`src/rtl/tdm_demux.sv`:
```
// Time-division demultiplexer: locks to fsync and rebuilds NCH lanes of W bits from a slot-serial stream.
// Optional macro TDM_DEMUX_PARITY_EN adds a trailing even-parity slot per frame and a par_err pulse output.
module tdm_demux #(
  parameter  int SW  = 2,
  parameter  int W   = 1,
  localparam int NCH = 2**SW
) (
  input  logic             clk,
  input  logic             rst_n,
  input  logic             slot_en,
  input  logic [W-1:0]     din,
  input  logic             fsync,
  input  logic             err_clr,
  output logic [NCH*W-1:0] ch_out,
  output logic             frame_vld,
  output logic             locked,
  output logic             sync_err
`ifdef TDM_DEMUX_PARITY_EN
  ,
  output logic             par_err
`endif
);

`ifdef TDM_DEMUX_PARITY_EN
  localparam int CW = SW + 1;
`else
  localparam int CW = SW;
`endif
  localparam logic [CW-1:0] LAST = CW'(NCH - 1);

  typedef enum logic {HUNT = 1'b0, LOCKED = 1'b1} state_t;

  function automatic logic even_par(input logic [NCH*W-1:0] d);
    return ^d;
  endfunction

  state_t            state_r, state_s;
  logic [CW-1:0]     cnt_r, cnt_s;
  logic [NCH*W-1:0]  shadow_r, shadow_s;
  logic [NCH*W-1:0]  ch_out_r, ch_s;
  logic              frame_vld_r, vld_s;
  logic              locked_r;
  logic              sync_err_r, err_s, err_set_s;
`ifdef TDM_DEMUX_PARITY_EN
  logic              par_err_r, par_s;
`endif

  // Framing state machine: slot capture, error detection and frame completion.
  always_comb begin
    state_s   = state_r;
    cnt_s     = cnt_r;
    shadow_s  = shadow_r;
    ch_s      = ch_out_r;
    vld_s     = 1'b0;
    err_set_s = 1'b0;
`ifdef TDM_DEMUX_PARITY_EN
    par_s     = 1'b0;
`endif
    if (slot_en) begin
      if (state_r == HUNT) begin
        if (fsync) begin
          shadow_s[W-1:0] = din;
          cnt_s           = CW'(1);
          state_s         = LOCKED;
        end else begin
          state_s = HUNT;
        end
      end else if (fsync) begin
        // A marker anywhere but slot 0 restarts the frame on this slot.
        err_set_s       = (cnt_r != CW'(0));
        shadow_s[W-1:0] = din;
        cnt_s           = CW'(1);
      end else if (cnt_r == CW'(0)) begin
        err_set_s = 1'b1;
        state_s   = HUNT;
`ifdef TDM_DEMUX_PARITY_EN
      end else if (cnt_r == CW'(NCH)) begin
        if (even_par(shadow_r) == din[0]) begin
          ch_s  = shadow_r;
          vld_s = 1'b1;
        end else begin
          par_s = 1'b1;
        end
        cnt_s = CW'(0);
`endif
      end else begin
        for (int k = 0; k < NCH; k++) begin
          shadow_s[k*W +: W] = (cnt_r == CW'(k)) ? din : shadow_r[k*W +: W];
        end
        cnt_s = cnt_r + CW'(1);
`ifndef TDM_DEMUX_PARITY_EN
        if (cnt_r == LAST) begin
          ch_s  = shadow_s;
          vld_s = 1'b1;
        end else begin
          vld_s = 1'b0;
        end
`endif
      end
    end else begin
      state_s = state_r;
    end

    if (err_set_s) begin
      err_s = 1'b1;
    end else if (err_clr) begin
      err_s = 1'b0;
    end else begin
      err_s = sync_err_r;
    end
  end

  // State and output registers.
  always_ff @(posedge clk or negedge rst_n) begin
    if (!rst_n) begin
      state_r     <= HUNT;
      cnt_r       <= CW'(0);
      shadow_r    <= '0;
      ch_out_r    <= '0;
      frame_vld_r <= 1'b0;
      locked_r    <= 1'b0;
      sync_err_r  <= 1'b0;
`ifdef TDM_DEMUX_PARITY_EN
      par_err_r   <= 1'b0;
`endif
    end else begin
      state_r     <= state_s;
      cnt_r       <= cnt_s;
      shadow_r    <= shadow_s;
      ch_out_r    <= ch_s;
      frame_vld_r <= vld_s;
      locked_r    <= (state_s == LOCKED);
      sync_err_r  <= err_s;
`ifdef TDM_DEMUX_PARITY_EN
      par_err_r   <= par_s;
`endif
    end
  end

  assign ch_out    = ch_out_r;
  assign frame_vld = frame_vld_r;
  assign locked    = locked_r;
  assign sync_err  = sync_err_r;
`ifdef TDM_DEMUX_PARITY_EN
  assign par_err   = par_err_r;
`endif

endmodule

```
`config.mk`:
```
export PLATFORM = sky130hd
export DESIGN_NAME = tdm_demux
export DESIGN_NICKNAME = d
export VERILOG_FILES = /design/src/rtl/tdm_demux.sv
export SDC_FILE = /design/constraint.sdc
export NUM_CORES = 1
export LEC_CHECK = 0
export ABC_AREA = 1
export CORE_AREA = 5 5 42 44
export DETAILED_ROUTE_END_ITERATION = 12
export DIE_AREA = 0 0 47 49
export PLACE_DENSITY_LB_ADDON = 0.15
export RECOVER_POWER = 100
export SLEW_MARGIN = 20
export SYNTH_ARGS = -nofsm -noshare
export SYNTH_HDL_FRONTEND = slang
export SYNTH_SLANG_ARGS = --single-unit
```
`constraint.sdc`:
```
create_clock -name clk -period 4.15 [get_ports clk]
set_clock_uncertainty 0.2 [all_clocks]
set_input_delay 0.83 -clock clk [delete_from_list [all_inputs] [get_ports clk]]
set_output_delay 0.83 -clock clk [all_outputs]
set_load 0.01 [all_outputs]
```
# Word level (Yosys, flattened, before mapping)
# Cells that the tools add are included.
[totals]
out_inout_bits = 7
reg_bits = 13
inputBits = 6
word_cells = 47
[classes]
n_bitwise = 2
n_mux = 25
n_reduce_logical = 8
n_addsub = 1
n_eq_ne = 4
[ops]
columns = ["operator", "n"]
rows = [
  ["1-bit 2-to-1 mux", 21],
  ["2-bit 2-to-1 mux", 4],
  ["2-bit nonzero test", 3],
  ["5-bit AND reduction", 1],
  ["2-bit equality test (second input constant)", 2],
  ["4-bit AND reduction", 1],
  ["3-bit AND reduction", 1],
  ["2-bit by 1-bit adder with 2-bit output (second input constant)", 1],
  ["2-bit by 1-bit equality test with 1-bit output (second input constant)", 1],
  ["2-bit logical NOT", 1],
  ["2-bit != test (second input constant)", 1],
  ["1-bit inverter", 2],
  ["2-bit AND reduction", 1],
]

# Longest topological paths before layout
# Gate-level depths: netlist (run 1).
[logic_depth]
word_depth = 6
ltp_mapped = 9
depth_no_buf = 9

# Worst setup path after synthesis (run 1)
# Ideal clock, no wire load.
[synth_path]
path_kind = "input to register"
startpoint = "input fsync"
endpoint = "register ch_out_r[0], in the netlist ch_out[0]"
t_required_ns = 3.833
setup_slack_ns = 2.371
path_stages = 7
setup_ns = 0.117
n_path_buf = 0
arrival_ns = 1.462
cell_sequence = "inv_1 > ha_1 > inv_1 > nor2_4 > nand2_4 > nand2_1 > nand2_1"
[synth_between]
elab_chain_len = 2
[synth_rtl]
columns = ["item", "line", "source"]
rows = [
  ["start, declared", "12", "input logic fsync,"],
  ["1-bit inverter (no line)", "-", ""],
  ["5-bit AND reduction (no line)", "-", ""],
  ["end signal, assigned", "130", "ch_out_r <= ch_s;"],
  ["end, declared", "40", "logic [NCH*W-1:0] ch_out_r, ch_s;"],
]
# Every way passes these cells.
# A chain may end at the register's enable or synchronous reset.

# Worst setup path in the final report (run 1)
[layout_path]
startpoint = "register locked_r, in the netlist locked"
endpoint = "output locked"
[layout_lines]
columns = ["item", "line", "source"]
rows = [
  ["start, declared", "42", "logic locked_r;"],
  ["start signal, assigned", "132", "locked_r <= (state_s == LOCKED);"],
  ["end, declared", "16", "output logic locked,"],
]
# No word-level cell between the ends.

==> flow_metrics.env, run 1 <==
export IMPL_outcome="finished clean"
export IMPL_tritoncts_sinks=12
export IMPL_rows=14
export IMPL_routabilityCongestion=0.788
export IMPL_power_density_nw_per_um2=603
export IMPL_dieHeight_um=49
export IMPL_hold_path_cell_count=2
export IMPL_r2r_setup_slack_ps=2350
export IMPL_cp_peak_stage_delay_ps=650
export IMPL_cts_root_to_sink_buffers=2
export IMPL_antenna_cells=0
export IMPL_critical_path_required_ps=3120
export IMPL_first_global_vias=493
export IMPL_layout_worst_path_cycle_share=0.583
export IMPL_final_util=0.588
export IMPL_max_cap_violations=0
export IMPL_vdd_drop_max_v=0.000350
export IMPL_crit_fanout=7
export IMPL_cts_root_buffer="clkbuf_4"
export IMPL_drc=0
export IMPL_worstPathBufferInverterCount=1
export IMPL_cts_clk_slew_worst_paths_ps=80
export IMPL_max_slew_margin=0.642
export IMPL_avgViaCountPerCell=4.75
export IMPL_crit_arrival_ps=1390
export IMPL_global_route_usage_total=0.121
export IMPL_timing_worst_setup_path_type="register to output port"
export IMPL_cp_slowest_cell="dlygate4sd3_1"
export IMPL_post_cts_resized=0
export IMPL_die_x_um=47
export IMPL_layout_area_overhead_vs_synth_pct=25.8
export IMPL_synthCells=79
export IMPL_most_common_cell_after_layout_fill_and_taps_aside="nand2_1"
export IMPL_first_pass_iters=4
export IMPL_hold_path_startpoint="ch_out[3]$_DFFE_PN0P_"
export IMPL_grt_first_pass_wirelength_um=1970
export IMPL_starting_density_of_the_core=0.468
export IMPL_tns_ps=0
export IMPL_setup_viol_count_final=0
export IMPL_nNetsFinal=109
export IMPL_ys_types=12
export IMPL_finalHoldViolCount=0
export IMPL_min_path_type="register to register"
export IMPL_core_area_um2=1400
export IMPL_fmax_mhz=413
export IMPL_detailroute_via_count=527
export IMPL_power_static_leakage_nw=0.465
export IMPL_grt_overflow_total=0
export IMPL_worstRegToRegCells=9
export IMPL_place_port_buffers=12
export IMPL_cts_setup_buffers=0
export IMPL_worstMarginPinSlew_ps=535
export IMPL_worstSetupStartpointType="register"
export IMPL_timing_rr_start="cnt_r[0]$_DFFE_PN0P_"
export IMPL_dp_hpwl_um=961
export IMPL_synthesized_net_count=92
export IMPL_worst_skew_late_latency_ps=270
export IMPL_io_pins=13
export IMPL_final_cell_mix="nand2_1, inv_1, dfrtp_1"
export IMPL_final_layout_size_suffix_gt1_frac=0.0842
export IMPL_wire_per_inst_um=10.6
export IMPL_power_mw=0.497
export IMPL_final_min_clock_period_ps=2420
export IMPL_end_kind="output port"
export IMPL_maximum_number_of_pins_on_one_net_before_global_route_repair=13
export IMPL_cp_cell_sequence="dlygate4sd3_1"
export IMPL_post_route_ant_nets=0
export IMPL_yosys_register_bits=12
export IMPL_post_synth_instance_area_um2=656
export IMPL_cts_tree="done"
export IMPL_drt_first_iter_violations=13
export IMPL_hold_end="ch_out[3]$_DFFE_PN0P_"
export IMPL_die_area_um2=2300
export IMPL_slew_violations=0
export IMPL_grt_antenna_before_repair=0
export IMPL_rsz0062_at_grt="false"
export IMPL_route_final_wire_length_um=1180
export IMPL_syn_area_per_cell_um2=8.30
export IMPL_yosysWarningCount=0
export IMPL_timing_rr_end="ch_out[0]$_DFFE_PN0P_"
export IMPL_yosysSeqAreaShare=0.458
export IMPL_h_tree_depth=1
export IMPL_post_cts_hold_buffer_count=0
export IMPL_cts_buffers=3
export IMPL_cp_delay_by_family_top="buffers and inverters"
[Yosys cell counts]
master,n,area share
nand3_1,4,0.031
nand2_2,1,0.0095
inv_1,13,0.074
nand3_2,1,0.015
nor2_1,2,0.011
nand2_1,32,0.18
dfrtp_1,12,0.46
ha_1,7,0.13
nor2_4,2,0.034
o21ai_0,3,0.023
nand2_4,1,0.017
o22ai_1,1,0.0095
[layer usage]
| metal | wire length [um] | track usage | vias to the layer above |
|---|---|---|---|
| met4 | 0 | 0.0691 | 0 |
| met5 | 0 | 0 | - |
| li1 | - | - | 270 |
| met1 | 507 | 0.144 | 246 |
| met2 | 588 | 0.179 | 11 |
| met3 | 80 | 0.0480 | 0 |
[state kept, by name, summed over array words and instances (netlist names)]
name,flops
cnt_r,2
frame_vld,1
ch_out,4
sync_err,1
locked,1
shadow_r,3
[worst max path at each step]
stage | depth (start not counted) | end | start | slack [ps]
6_report | 1 | locked | locked$_DFFE_PN0P_ | 1730
5_1_grt | 1 | locked | locked$_DFFE_PN0P_ | 1660
4_1_cts | 1 | locked | locked$_DFFE_PN0P_ | 1780
3_5_place_dp | 8 | ch_out[0]$_DFFE_PN0P_ | fsync | 1850
3_3_place_gp | 8 | ch_out[3]$_DFFE_PN0P_ | fsync | 1880
2_1_floorplan | 7 | ch_out[0]$_DFFE_PN0P_ | fsync | 2370
[logic make-up after synthesis]
| kind of cell | Yosys count | synth area share |
|---|---|---|
| and+or+nand+nor | 43 | 0.302 |
| buffers and inverters | 13 | 0.0744 |
| DFF | 12 | 0.458 |
| adders and majority gates | 7 | 0.134 |
| AOI/OAI and AO/OA | 4 | 0.0324 |
[stage by stage]
step / hold slack, ps / cell area [um^2] / cells / setup slack [ps]
2_1_floorplan: 249 / 656 / 79 / 2370
3_3_place_gp: 261 / 796 / 107 / 1880
3_5_place_dp: 271 / 796 / 107 / 1850
4_1_cts: 290 / 832 / 111 / 1780
5_1_grt: 311 / 825 / 111 / 1660
6_report: 283 / 825 / 111 / 1730
[where the power goes]
| part | switching [mW] | total, mW | internal [mW] |
|---|---|---|---|
| combinational | 0.111 | 0.202 | 0.0916 |
| clock | 0.0396 | 0.0928 | 0.0533 |
| sequential | 0.0404 | 0.202 | 0.161 |
[area by class of cell]
class                      instances  area, um^2
clock buffer                       4        36.3
fill                             137         577
inverter                          13        48.8
multi-input combinational         54         299
sequential                        12         300
tap                               16        20.0
timing repair buffer              12         120
Power figures use the tool's default switching activity.
==> run 2: changes to the inputs <==
- CORE_AREA: 5 5 42 44 -> not set
- CORE_MARGIN: not set -> 5
- CORE_UTILIZATION: not set -> 43
- DIE_AREA: 0 0 47 49 -> not set
- clock period: 4.15 -> 2.1 ns (I/O delays scaled with it)
==> flow_metrics.env, run 2 (synthesis results as in run 1) <==
export IMPL_end_kind="output port"
export IMPL_crit_arrival_ps=1340
export IMPL_worstPathBufferInverterCount=1
export IMPL_cp_peak_stage_delay_ps=590
export IMPL_final_min_clock_period_ps=1960
export IMPL_cts_clk_slew_worst_paths_ps=80
export IMPL_worstSetupStartpointType="register"
export IMPL_cts_root_to_sink_buffers=2
export IMPL_worst_skew_late_latency_ps=270
export IMPL_power_density_nw_per_um2=1200
export IMPL_most_common_cell_after_layout_fill_and_taps_aside="nand2_1"
export IMPL_cts_root_buffer="clkbuf_4"
export IMPL_rows=14
export IMPL_timing_worst_setup_path_type="register to output port"
export IMPL_power_mw=0.985
export IMPL_max_cap_violations=0
export IMPL_routabilityCongestion=0.801
export IMPL_place_port_buffers=12
export IMPL_outcome="finished clean"
export IMPL_die_area_um2=2410
export IMPL_dieHeight_um=49.0
export IMPL_critical_path_required_ps=1480
export IMPL_slew_violations=0
export IMPL_cp_slowest_cell="clkdlybuf4s50_1"
export IMPL_vdd_drop_max_v=0.000719
export IMPL_cp_cell_sequence="clkdlybuf4s50_1"
export IMPL_cts_setup_buffers=0
export IMPL_h_tree_depth=1
export IMPL_worst_setup_path_startpoint="locked$_DFFE_PN0P_"
export IMPL_maximum_number_of_pins_on_one_net_before_global_route_repair=13
export IMPL_cp_delay_by_family_top="buffers and inverters"
export IMPL_critical_path_cell_count=1
export IMPL_worstRegToRegCells=9
export IMPL_power_static_leakage_nw=0.466
export IMPL_timing_rr_start="cnt_r[0]$_DFFE_PN0P_"
export IMPL_grt_antenna_before_repair=0
export IMPL_route_final_wire_length_um=1160
export IMPL_final_cell_mix="nand2_1, inv_1, dfrtp_1"
export IMPL_max_slew_margin=0.628
export IMPL_io_pins=13
export IMPL_rsz0062_at_grt="false"
export IMPL_tns_ps=0
export IMPL_antenna_cells=0
export IMPL_post_cts_resized=0
export IMPL_post_route_ant_nets=0
export IMPL_grt_first_pass_wirelength_um=2100
export IMPL_starting_density_of_the_core=0.446
export IMPL_finalHoldViolCount=0
export IMPL_flip_flop_count_of_the_largest_register_after_layout=4
export IMPL_core_area_um2=1470
export IMPL_min_path_type="register to register"
export IMPL_worstMarginPinSlew_ps=556
export IMPL_drc=0
export IMPL_global_route_usage_total=0.112
export IMPL_detailroute_via_count=499
export IMPL_cts_buffers=3
export IMPL_nNetsFinal=109
export IMPL_dp_hpwl_um=912
export IMPL_crit_fanout=7
export IMPL_critical_path_endpoint="locked"
export IMPL_grt_overflow_total=0
export IMPL_tritoncts_sinks=12
export IMPL_wire_per_inst_um=10.4
export IMPL_die_x_um=49.0
export IMPL_drt_first_iter_violations=10
export IMPL_cts_tree="done"
export IMPL_hold_slack_ps=266
export IMPL_first_global_vias=492
export IMPL_r2r_setup_slack_ps=290
export IMPL_final_layout_size_suffix_gt1_frac=0.0842
export IMPL_timing_rr_end="ch_out[0]$_DFFE_PN0P_"
export IMPL_setup_viol_count_final=0
export IMPL_first_pass_iters=4
export IMPL_fmax_mhz=510
export IMPL_post_cts_hold_buffer_count=0
export IMPL_layout_worst_path_cycle_share=0.933
export IMPL_avgViaCountPerCell=4.50
export IMPL_layout_area_overhead_vs_synth_pct=25.8
[run 2: metal layers]
metal	share of wire	global-route usage	wire length [um]	up-vias
met5	0	0	0	-
met4	0.012	0.0538	14	0
met3	0.077	0.0489	89	2
met2	0.45	0.159	520	13
met1	0.46	0.145	532	211
li1	-	-	-	273
[run 2: worst min-delay path, stage by stage (launching register included)]
cell     delay, ps
dfrtp_1        340
nand2_1         50
nand2_1         40
[run 2: report_power, final]
| part | switching, mW | leakage [nW] | internal, mW |
|---|---|---|---|
| Combinational | 0.217 | 0.292 | 0.185 |
| Clock | 0.0788 | 0.0210 | 0.106 |
| Sequential | 0.0794 | 0.154 | 0.319 |
| Total | 0.376 | 0.466 | 0.610 |
[run 2: worst min path at each step]
stage | from | endpoint | slack (ps) | cells after the start
floorplan | rst_n | ch_out[0]$_DFFE_PN0P_ | -80 | 0
global placement | ch_out[3]$_DFFE_PN0P_ | ch_out[3]$_DFFE_PN0P_ | 260 | 2
detailed placement | ch_out[3]$_DFFE_PN0P_ | ch_out[3]$_DFFE_PN0P_ | 260 | 2
CTS | ch_out[3]$_DFFE_PN0P_ | ch_out[3]$_DFFE_PN0P_ | 280 | 2
global route | shadow_r[1]$_DFFE_PN0P_ | shadow_r[1]$_DFFE_PN0P_ | 310 | 2
finish | ch_out[3]$_DFFE_PN0P_ | ch_out[3]$_DFFE_PN0P_ | 270 | 2
[run 2: final cells by class]
type	count	area (um^2)
Fill cell	153	647
Clock buffer	4	36.3
Inverter	13	48.8
Sequential cell	12	300
Multi-Input combinational cell	54	299
Timing Repair Buffer	12	120
Tap cell	16	20.0
[run 2: per-stage QoR]
step / setup slack (ps) / cells / instance area (um^2) / util
after global placement: 246 / 107 / 796 / 0.541
after global routing: 69.3 / 111 / 825 / 0.560
after floorplan: 550 / 79 / 656 / -
after CTS: 126 / 111 / 832 / 0.565
final: 141 / 111 / 825 / 0.560
after detailed placement: 196 / 107 / 796 / 0.541
